**src/rtl/pcie_tx_mwr_req.sv**
```systemverilog
// Device-to-host DMA write requester: pops write commands, splits them into MWr requests
// bounded by max payload size and 4KB boundaries, reserves tx FIFO payload, hands off to tx engine.
module pcie_tx_mwr_req #(
  parameter int C_PCIE_ADDR_WIDTH = 48
) (
  input  logic                           pcie_user_clk,
  input  logic                           pcie_user_rst,
  input  logic [2:0]                     pcie_max_payload_size,
  output logic                           pcie_tx_cmd_rd_en,
  input  logic [C_PCIE_ADDR_WIDTH+8:0]   pcie_tx_cmd_rd_data,
  input  logic                           pcie_tx_cmd_empty_n,
  input  logic [11:0]                    pcie_tx_fifo_avail_dw,
  output logic                           pcie_tx_fifo_alloc,
  output logic [10:0]                    pcie_tx_fifo_alloc_len,
  output logic                           tx_dma_mwr_req,
  output logic [12:2]                    tx_dma_mwr_len,
  output logic [C_PCIE_ADDR_WIDTH-1:2]   tx_dma_mwr_addr,
  input  logic                           tx_dma_mwr_req_ack,
  output logic                           tx_cmd_done,
  output logic                           tx_busy,
  output logic [2:0]                     dbg_state
);

  localparam int AW = C_PCIE_ADDR_WIDTH - 2;

  typedef enum logic [2:0] {
    IDLE = 3'd0,
    LOAD = 3'd1,
    CHK  = 3'd2,
    REQ  = 3'd3,
    NEXT = 3'd4,
    DONE = 3'd5
  } state_t;

  state_t         state;
  logic [10:0]    rem;
  logic [10:0]    chunk;
  logic [AW-1:0]  cur;
  logic [10:0]    mps_dw;
  logic [10:0]    bnd_dw;
  logic [10:0]    next_chunk;

  assign dbg_state = state;

  // Chunk size is the smallest of remaining length, payload limit and distance to the next 4KB page.
  always_comb begin
    case (pcie_max_payload_size)
      3'd0:    mps_dw = 11'd32;
      3'd1:    mps_dw = 11'd64;
      default: mps_dw = 11'd128;
    endcase
    bnd_dw     = 11'd1024 - {1'b0, cur[9:0]};
    next_chunk = rem;
    if (mps_dw < next_chunk) next_chunk = mps_dw;
    if (bnd_dw < next_chunk) next_chunk = bnd_dw;
  end

  // Handshake: tx_dma_mwr_req is a valid that stays high with stable len/addr until the
  // cycle tx_dma_mwr_req_ack is sampled high; ack while req is low has no effect.
  always_ff @(posedge pcie_user_clk or posedge pcie_user_rst) begin
    if (pcie_user_rst) begin
      state                  <= IDLE;
      rem                    <= '0;
      chunk                  <= '0;
      cur                    <= '0;
      pcie_tx_cmd_rd_en      <= 1'b0;
      pcie_tx_fifo_alloc     <= 1'b0;
      pcie_tx_fifo_alloc_len <= '0;
      tx_dma_mwr_req         <= 1'b0;
      tx_dma_mwr_len         <= '0;
      tx_dma_mwr_addr        <= '0;
      tx_cmd_done            <= 1'b0;
      tx_busy                <= 1'b0;
    end else begin
      pcie_tx_cmd_rd_en  <= 1'b0;
      pcie_tx_fifo_alloc <= 1'b0;
      tx_cmd_done        <= 1'b0;
      case (state)
        IDLE: begin
          if (pcie_tx_cmd_empty_n) begin
            pcie_tx_cmd_rd_en <= 1'b1;
            tx_busy           <= 1'b1;
            rem               <= pcie_tx_cmd_rd_data[C_PCIE_ADDR_WIDTH+8:C_PCIE_ADDR_WIDTH-2];
            cur               <= pcie_tx_cmd_rd_data[C_PCIE_ADDR_WIDTH-3:0];
            state             <= LOAD;
          end
        end
        LOAD: begin
          if (rem == 11'd0) begin
            state <= DONE;
          end else begin
            chunk <= next_chunk;
            state <= CHK;
          end
        end
        CHK: begin
          if ({1'b0, chunk} <= pcie_tx_fifo_avail_dw) begin
            tx_dma_mwr_req  <= 1'b1;
            tx_dma_mwr_len  <= chunk;
            tx_dma_mwr_addr <= cur;
            state           <= REQ;
          end
        end
        REQ: begin
          if (tx_dma_mwr_req_ack) begin
            tx_dma_mwr_req         <= 1'b0;
            pcie_tx_fifo_alloc     <= 1'b1;
            pcie_tx_fifo_alloc_len <= chunk;
            state                  <= NEXT;
          end
        end
        NEXT: begin
          cur   <= cur + {{(AW-11){1'b0}}, chunk};
          rem   <= rem - chunk;
          state <= LOAD;
        end
        DONE: begin
          tx_cmd_done <= 1'b1;
          tx_busy     <= 1'b0;
          state       <= IDLE;
        end
        default: state <= IDLE;
      endcase
    end
  end

endmodule

```
**config.mk**
```make
export PLATFORM = sky130hd
export DESIGN_NAME = pcie_tx_mwr_req
export DESIGN_NICKNAME = d
export VERILOG_FILES = /design/src/rtl/pcie_tx_mwr_req.sv
export SDC_FILE = /design/constraint.sdc
export NUM_CORES = 1
export LEC_CHECK = 0
export ABC_CLOCK_PERIOD_IN_PS = 14400
export CAP_MARGIN = 5
export CORE_MARGIN = 4
export CORE_UTILIZATION = 35
export CTS_BUF_LIST = sky130_fd_sc_hd__clkbuf_8
export CTS_CLUSTER_DIAMETER = 100
export CTS_CLUSTER_SIZE = 30
export DETAILED_ROUTE_END_ITERATION = 10
export GPL_TIMING_DRIVEN = 0
export HOLD_SLACK_MARGIN = 0.02
export SETUP_SLACK_MARGIN = 0.05
export SYNTH_ARGS = -nofsm -noshare
export SYNTH_HDL_FRONTEND = slang
export SYNTH_SLANG_ARGS = --single-unit
export TNS_END_PERCENT = 5
```
**constraint.sdc**
```tcl
create_clock -name pcie_user_clk -period 14.4 [get_ports pcie_user_clk]
set_input_delay 2.88 -clock pcie_user_clk [delete_from_list [all_inputs] [get_ports pcie_user_clk]]
set_output_delay 2.88 -clock pcie_user_clk [all_outputs]
set_load 0.005 [all_outputs]
```
== After elaboration in Yosys (flattened, before gate mapping) ==
Index checks and enable logic that the tools add are counted.
Widths: inputs -> output; s select.

* Register bits after elaboration: 144
* Bits of input ports: 76
* Output and inout port bits: 76
* Word-level logic and storage cells: 63

* Add/subtract/negate cells: 3
* Order comparisons: 3
* Eq/ne operators: 9
* Multiplexer cells: 22
* Bitwise logic cells: 1
* Reductions and logical operators: 13

{| class="wikitable"
|+ Operator list
! cell !! number
|-
| $pmux 46 s2 || 1
|-
| $add 46x11->46 || 1
|-
| $mux 46 || 1
|-
| $mux 11 || 3
|-
| $lt 11x11->1 || 2
|-
| $pmux 11 s2 || 1
|-
| $pmux 8 s2 || 1
|-
| $pmux 3 s5 || 1
|-
| $le 11x12->1 || 1
|-
| $mux 3 || 4
|-
| $logic_not 11->1 || 1
|-
| $sub 11x10->11 const A || 1
|-
| $sub 11x11->11 || 1
|-
| $reduce_and 2->1 || 5
|-
| $mux 1 || 8
|-
| $eq 3x1->1 const B || 2
|-
| $eq 3x2->1 const B || 2
|-
| $eq 3x3->1 const B || 2
|-
| $logic_not 3->1 || 2
|-
| $ne 2x2->1 const B || 3
|-
| $reduce_and 3->1 || 2
|-
| $reduce_bool 2->1 || 3
|-
| $pmux 1 s2 || 2
|-
| $not 1->1 || 1
|}

== Logic depth before layout (Yosys ltp) ==
* Depth after elaboration: 6
* Depth in mapped cells: 17
* Gate-level depth less buffers: 16

== Worst setup path after synthesis ==
Ideal clock, no wire load.

* Kind: input-to-reg
* From: in pcie_max_payload_size[2]
* To: reg chunk[1]
* Setup time: 0.125 ns
* Arrival: 6.060 ns
* Data required time: 14.275 ns
* Slack: 8.215 ns
* Stages on the path: 17
* Path buffers: 1
* Path through: or2_2 nor2_1 ha_1 nand3_1 nand2_1 a41oi_1 nor2b_1 buf_2 mux2i_1 ha_1 and3_1 nand3_1 a311oi_1 nor4_2 o21ai_1 mux2i_1 mux2_2

* Word-level cells in the longest chain between the ends: 6
* Elaborated cells on any way between the ends: 7
* Classes of those cells: order compare (2); eq/ne (1); mux (3); reduce/logical (1)

{| class="wikitable"
|+ RTL lines
! element !! RTL line !! RTL
|-
| from (decl) || 8 || <nowiki>input logic [2:0] pcie_max_payload_size,</nowiki>
|-
| $eq 3x1->1 or $logic_not 3->1 (tied branches) || 47 || <nowiki>case (pcie_max_payload_size)</nowiki>
|-
| $pmux 8 s2 * || 47 ||
|-
| $lt 11x11->1 || 54 || <nowiki>if (mps_dw < next_chunk) next_chunk = mps_dw;</nowiki>
|-
| $mux 11 * || 54 ||
|-
| $lt 11x11->1 || 55 || <nowiki>if (bnd_dw < next_chunk) next_chunk = bnd_dw;</nowiki>
|-
| $mux 11 * || 55 ||
|-
| to (signal assigned) || 92 || <nowiki>chunk <= next_chunk;</nowiki>
|-
| to (decl) || 37 || <nowiki>logic [10:0] chunk;</nowiki>
|}

Mark *: on every way between the ends. The rest lies on a longest branch, timed or not.
A chain may end at the register's enable or synchronous reset.

== Worst setup path in the final report ==
* From: in pcie_max_payload_size[2]
* To: reg chunk[5]

Same word-level chain as after synthesis.

==> run_results.csv <==
group,metric,value,unit
synthesis,yosysTopAreaCellShare,0.443,
finish,n_antenna_cell,0,
placement,place_area,0.0101,mm2
die,die_y,161,um
pwr,p_seq_frac,0.337,
setup_path,critPathMaxFanout,10,
global_route,grt_use_met3,0.0634,
clocking,path_clk_slew,0.09,ns
synthesis,ys_types,67,
sta,drv_slew,0,
routing,route.detailed.drc,0,
setup_path,cp_data_required_time,14.79,ns
finish,final_cell_area,0.0104,mm2
global_route,met2_usage,0.334,
pwr,power_density,230,mW/mm2
routing,wire_per_inst,19.6,um
die,rows,55,
clocking,h-tree-depth,4,
clocking,cts_setup_buffers,0,
placement,portBuffers,151,
clocking,clock_path_buffers,2,
placement,place.gp.congestion,0.906,
sta,setup_tns,0,ns
pwr,p_int,1.37,mW
run,max_cap_viol_count,0,
setup_path,critPathArrivalTime,7.28,ns
global_route,grt_start_max_net_pins,94,
synthesis,syn_inst,833,
synthesis,async_reset_ff_frac,1.00,
finish,layout_commonest_cell,"clkdlybuf4s50_1",
finish,final_cell_mix,"clkdlybuf4s50_1, dfrtp_1, nand2_1",
outcome,status,"completed",
synthesis,ys.flop_type,"dfrtp_1",
synthesis,synth_area,0.00814,mm2
pwr,switching_share,0.429,
die,initial_core_util,0.357,
finish,fill_cells,2187,
hold_path,hp-class,"reg2reg",
global_route,grt_overflow_total,0,
finish,layout-drive-gt1-share,0.114,
synthesis,synth-seq-cells,144,
clocking,cts_hold_buf,0,
clocking,clock_insertion_delay_worst_skew,0.48,ns
clocking,cts_tree,"built",
global_route,grt_pass1_wl,40500,um
synthesis,ys_warn_count,0,
sta,slew-limit-headroom,0.355,
die,die_width,161,um
pwr,pwr-share-comb,0.534,
pwr,peakVddDrop,0.0818,mV
routing,drt_iter0_drc,334,
pwr,clockPowerShare,0.129,
die,core-area,0.0228,mm2
sta,grt_setup_unrepaired,"no",
routing,postRouteAntennaNets,0,
routing,wirelength,26000,um
synthesis,synth_top_area_cell,"dfrtp_1",
setup_path,crit_type,"in2reg",
clocking,cts-root-buf,"clkbuf_8",
global_route,grtUsageMet1,0.258,
finish,nets,1130,
sta,finalCriticalPeriod,6.89,ns
finish,area_delta_synth_final,28.3,%
setup_path,cp-end-kind,"flip-flop",
routing,dr.pass1.iters,5,
sta,hold_viol_final,0,
pwr,switchingPower,1.03,mW
pwr,power_leakage,4.40,nW
clocking,post_cts_resized,0,
global_route,grtUsageTotal,0.201,
clocking,cts_sinks,144,
placement,hpwlAfterDp,19200,um
sta,max_freq,0.145,GHz
sta,period_share,0.479,
clocking,cts_buffers,17,
global_route,grt_pass1_vias,7153,
die,num_io_pins,152,
synthesis,yosys-top-cells-area,"dfrtp_1, mux2_2, ha_1, nand2_1, o21ai_0",
synthesis,synth_edf_count,0,
synthesis,seq_area_frac_synth,0.443,
sta,worst_pin_slew,0.966,ns
routing,vias,7087,
global_route,antenna_found_initial,3,
synthesis,avgSynthCellArea,9.78,um2
sta,finClkSkew,0.0182,ns
setup_path,cp-start-kind,"input port",
sta,setup-violations-final,0,
global_route,grt_busiest_layer,"met2",
routing,detail_route.vias_per_cell,5.32,
die,design.die.area,0.0258,mm2
==> logic make-up after synthesis <==
family / synth area share
XOR/XNOR: 0.0247
flip-flops: 0.443
AO/OA/AOI/OAI: 0.165
other: 0.000461
buffers and inverters: 0.0373
adder cells (fa/ha/maj): 0.0756
AND/OR/NAND/NOR: 0.157
multiplexers: 0.0982
==> registers in the layout, summed over array words and instances, names as in the netlist, 3 cells and up <==
signal and flops:
pcie_tx_fifo_alloc_len 11, cur 46, rem 11, dbg_state 3, tx_dma_mwr_len 11, chunk 11, tx_dma_mwr_addr 46
==> area by class of cell <==
class / count / area (um2) / area share
Sequential cell: 144 / 3600 / 0.345
Inverter: 48 / 185 / 0.0177
Buffer: 32 / 124 / 0.0119
Clock inverter: 15 / 128 / 0.0122
Tap cell: 313 / 392 / 0.0375
Multi-Input combinational cell: 611 / 4240 / 0.406
Clock buffer: 17 / 234 / 0.0224
Timing Repair Buffer: 152 / 1540 / 0.147
==> final timing paths <==
check,startpoint,to,slack (ns),cells past startpoint
setup reg to reg,rem[2]$_DFFE_PP0P_,chunk[5]$_DFFE_PP0P_,10.01,14
hold / removal,tx_dma_mwr_req$_DFFE_PP0P_,tx_dma_mwr_req$_DFFE_PP0P_,0.49,2
max in group asynchronous,pcie_user_rst,tx_dma_mwr_len[6]$_DFFE_PP0P_,10.74,3
hold reg to reg,tx_dma_mwr_req$_DFFE_PP0P_,tx_dma_mwr_req$_DFFE_PP0P_,0.49,2
min in group asynchronous,pcie_user_rst,tx_dma_mwr_addr[14]$_DFFE_PP0P_,2.80,2
setup / recovery,pcie_max_payload_size[2],chunk[5]$_DFFE_PP0P_,7.51,17
==> worst max-delay path, cell delays in order <==
cell	delay, ns
clkdlybuf4s50_1	0.39
or2_2	0.37
ha_1	0.33
a21oi_1	0.15
nand2_1	0.13
a41oi_1	0.19
nor2b_1	0.06
buf_2	0.19
mux2i_1	0.33
ha_1	0.31
and3_1	0.20
nand3_1	0.12
a311oi_1	0.07
nor4_2	0.61
o21ai_1	0.41
mux2_2	0.38
o21ai_0	0.14
==> metrics by stage <==
| stage | total power, mW | utilization | hold WS, ns | setup WS [ns] | cells |
|---|---|---|---|---|---|
| floorplan | 1.58 | - | 0.470 | 7.65 | 835 |
| global placement | 2.08 | 0.441 | 0.463 | 5.36 | 1299 |
| detailed placement | 2.10 | 0.443 | 0.472 | 7.03 | 1300 |
| CTS | 2.42 | 0.459 | 0.498 | 7.53 | 1332 |
| global route | 2.60 | 0.459 | 0.520 | 7.13 | 1332 |
| finish | 2.40 | 0.459 | 0.492 | 7.51 | 1332 |
==> per-layer routing <==
layer	up-vias	routed length, um
li1	3374	-
met1	3460	11600
met2	210	12400
met3	37	1720
met4	6	359
met5	-	39
==> power groups by stage <==
stage / clock network, mW / logic [mW] / registers [mW]
after floorplan: 0 / 0.836 / 0.748
after global placement: 0 / 1.26 / 0.813
after detailed placement: 0 / 1.28 / 0.818
after CTS: 0.316 / 1.29 / 0.810
after global routing: 0.330 / 1.43 / 0.839
final: 0.311 / 1.28 / 0.810
==> synthesized netlist by cell type (7+ instances only) <==
cell        n
a31oi_1    10
clkbuf_1   27
xnor2_1    14
a22oi_1     7
inv_1      48
mux2i_1     9
nor3_1     16
nand2_1    98
a211oi_1    7
nand4_1    15
nor2_1     53
o21a_1      8
dfrtp_1   144
o211ai_1   20
xor2_1      9
a21o_1     10
a21oi_1    36
o21ai_0    50
ha_1       46
mux2_2     63
or3_1      10
nand3_1    28
Note: power is estimated with default switching activity, not from simulation.
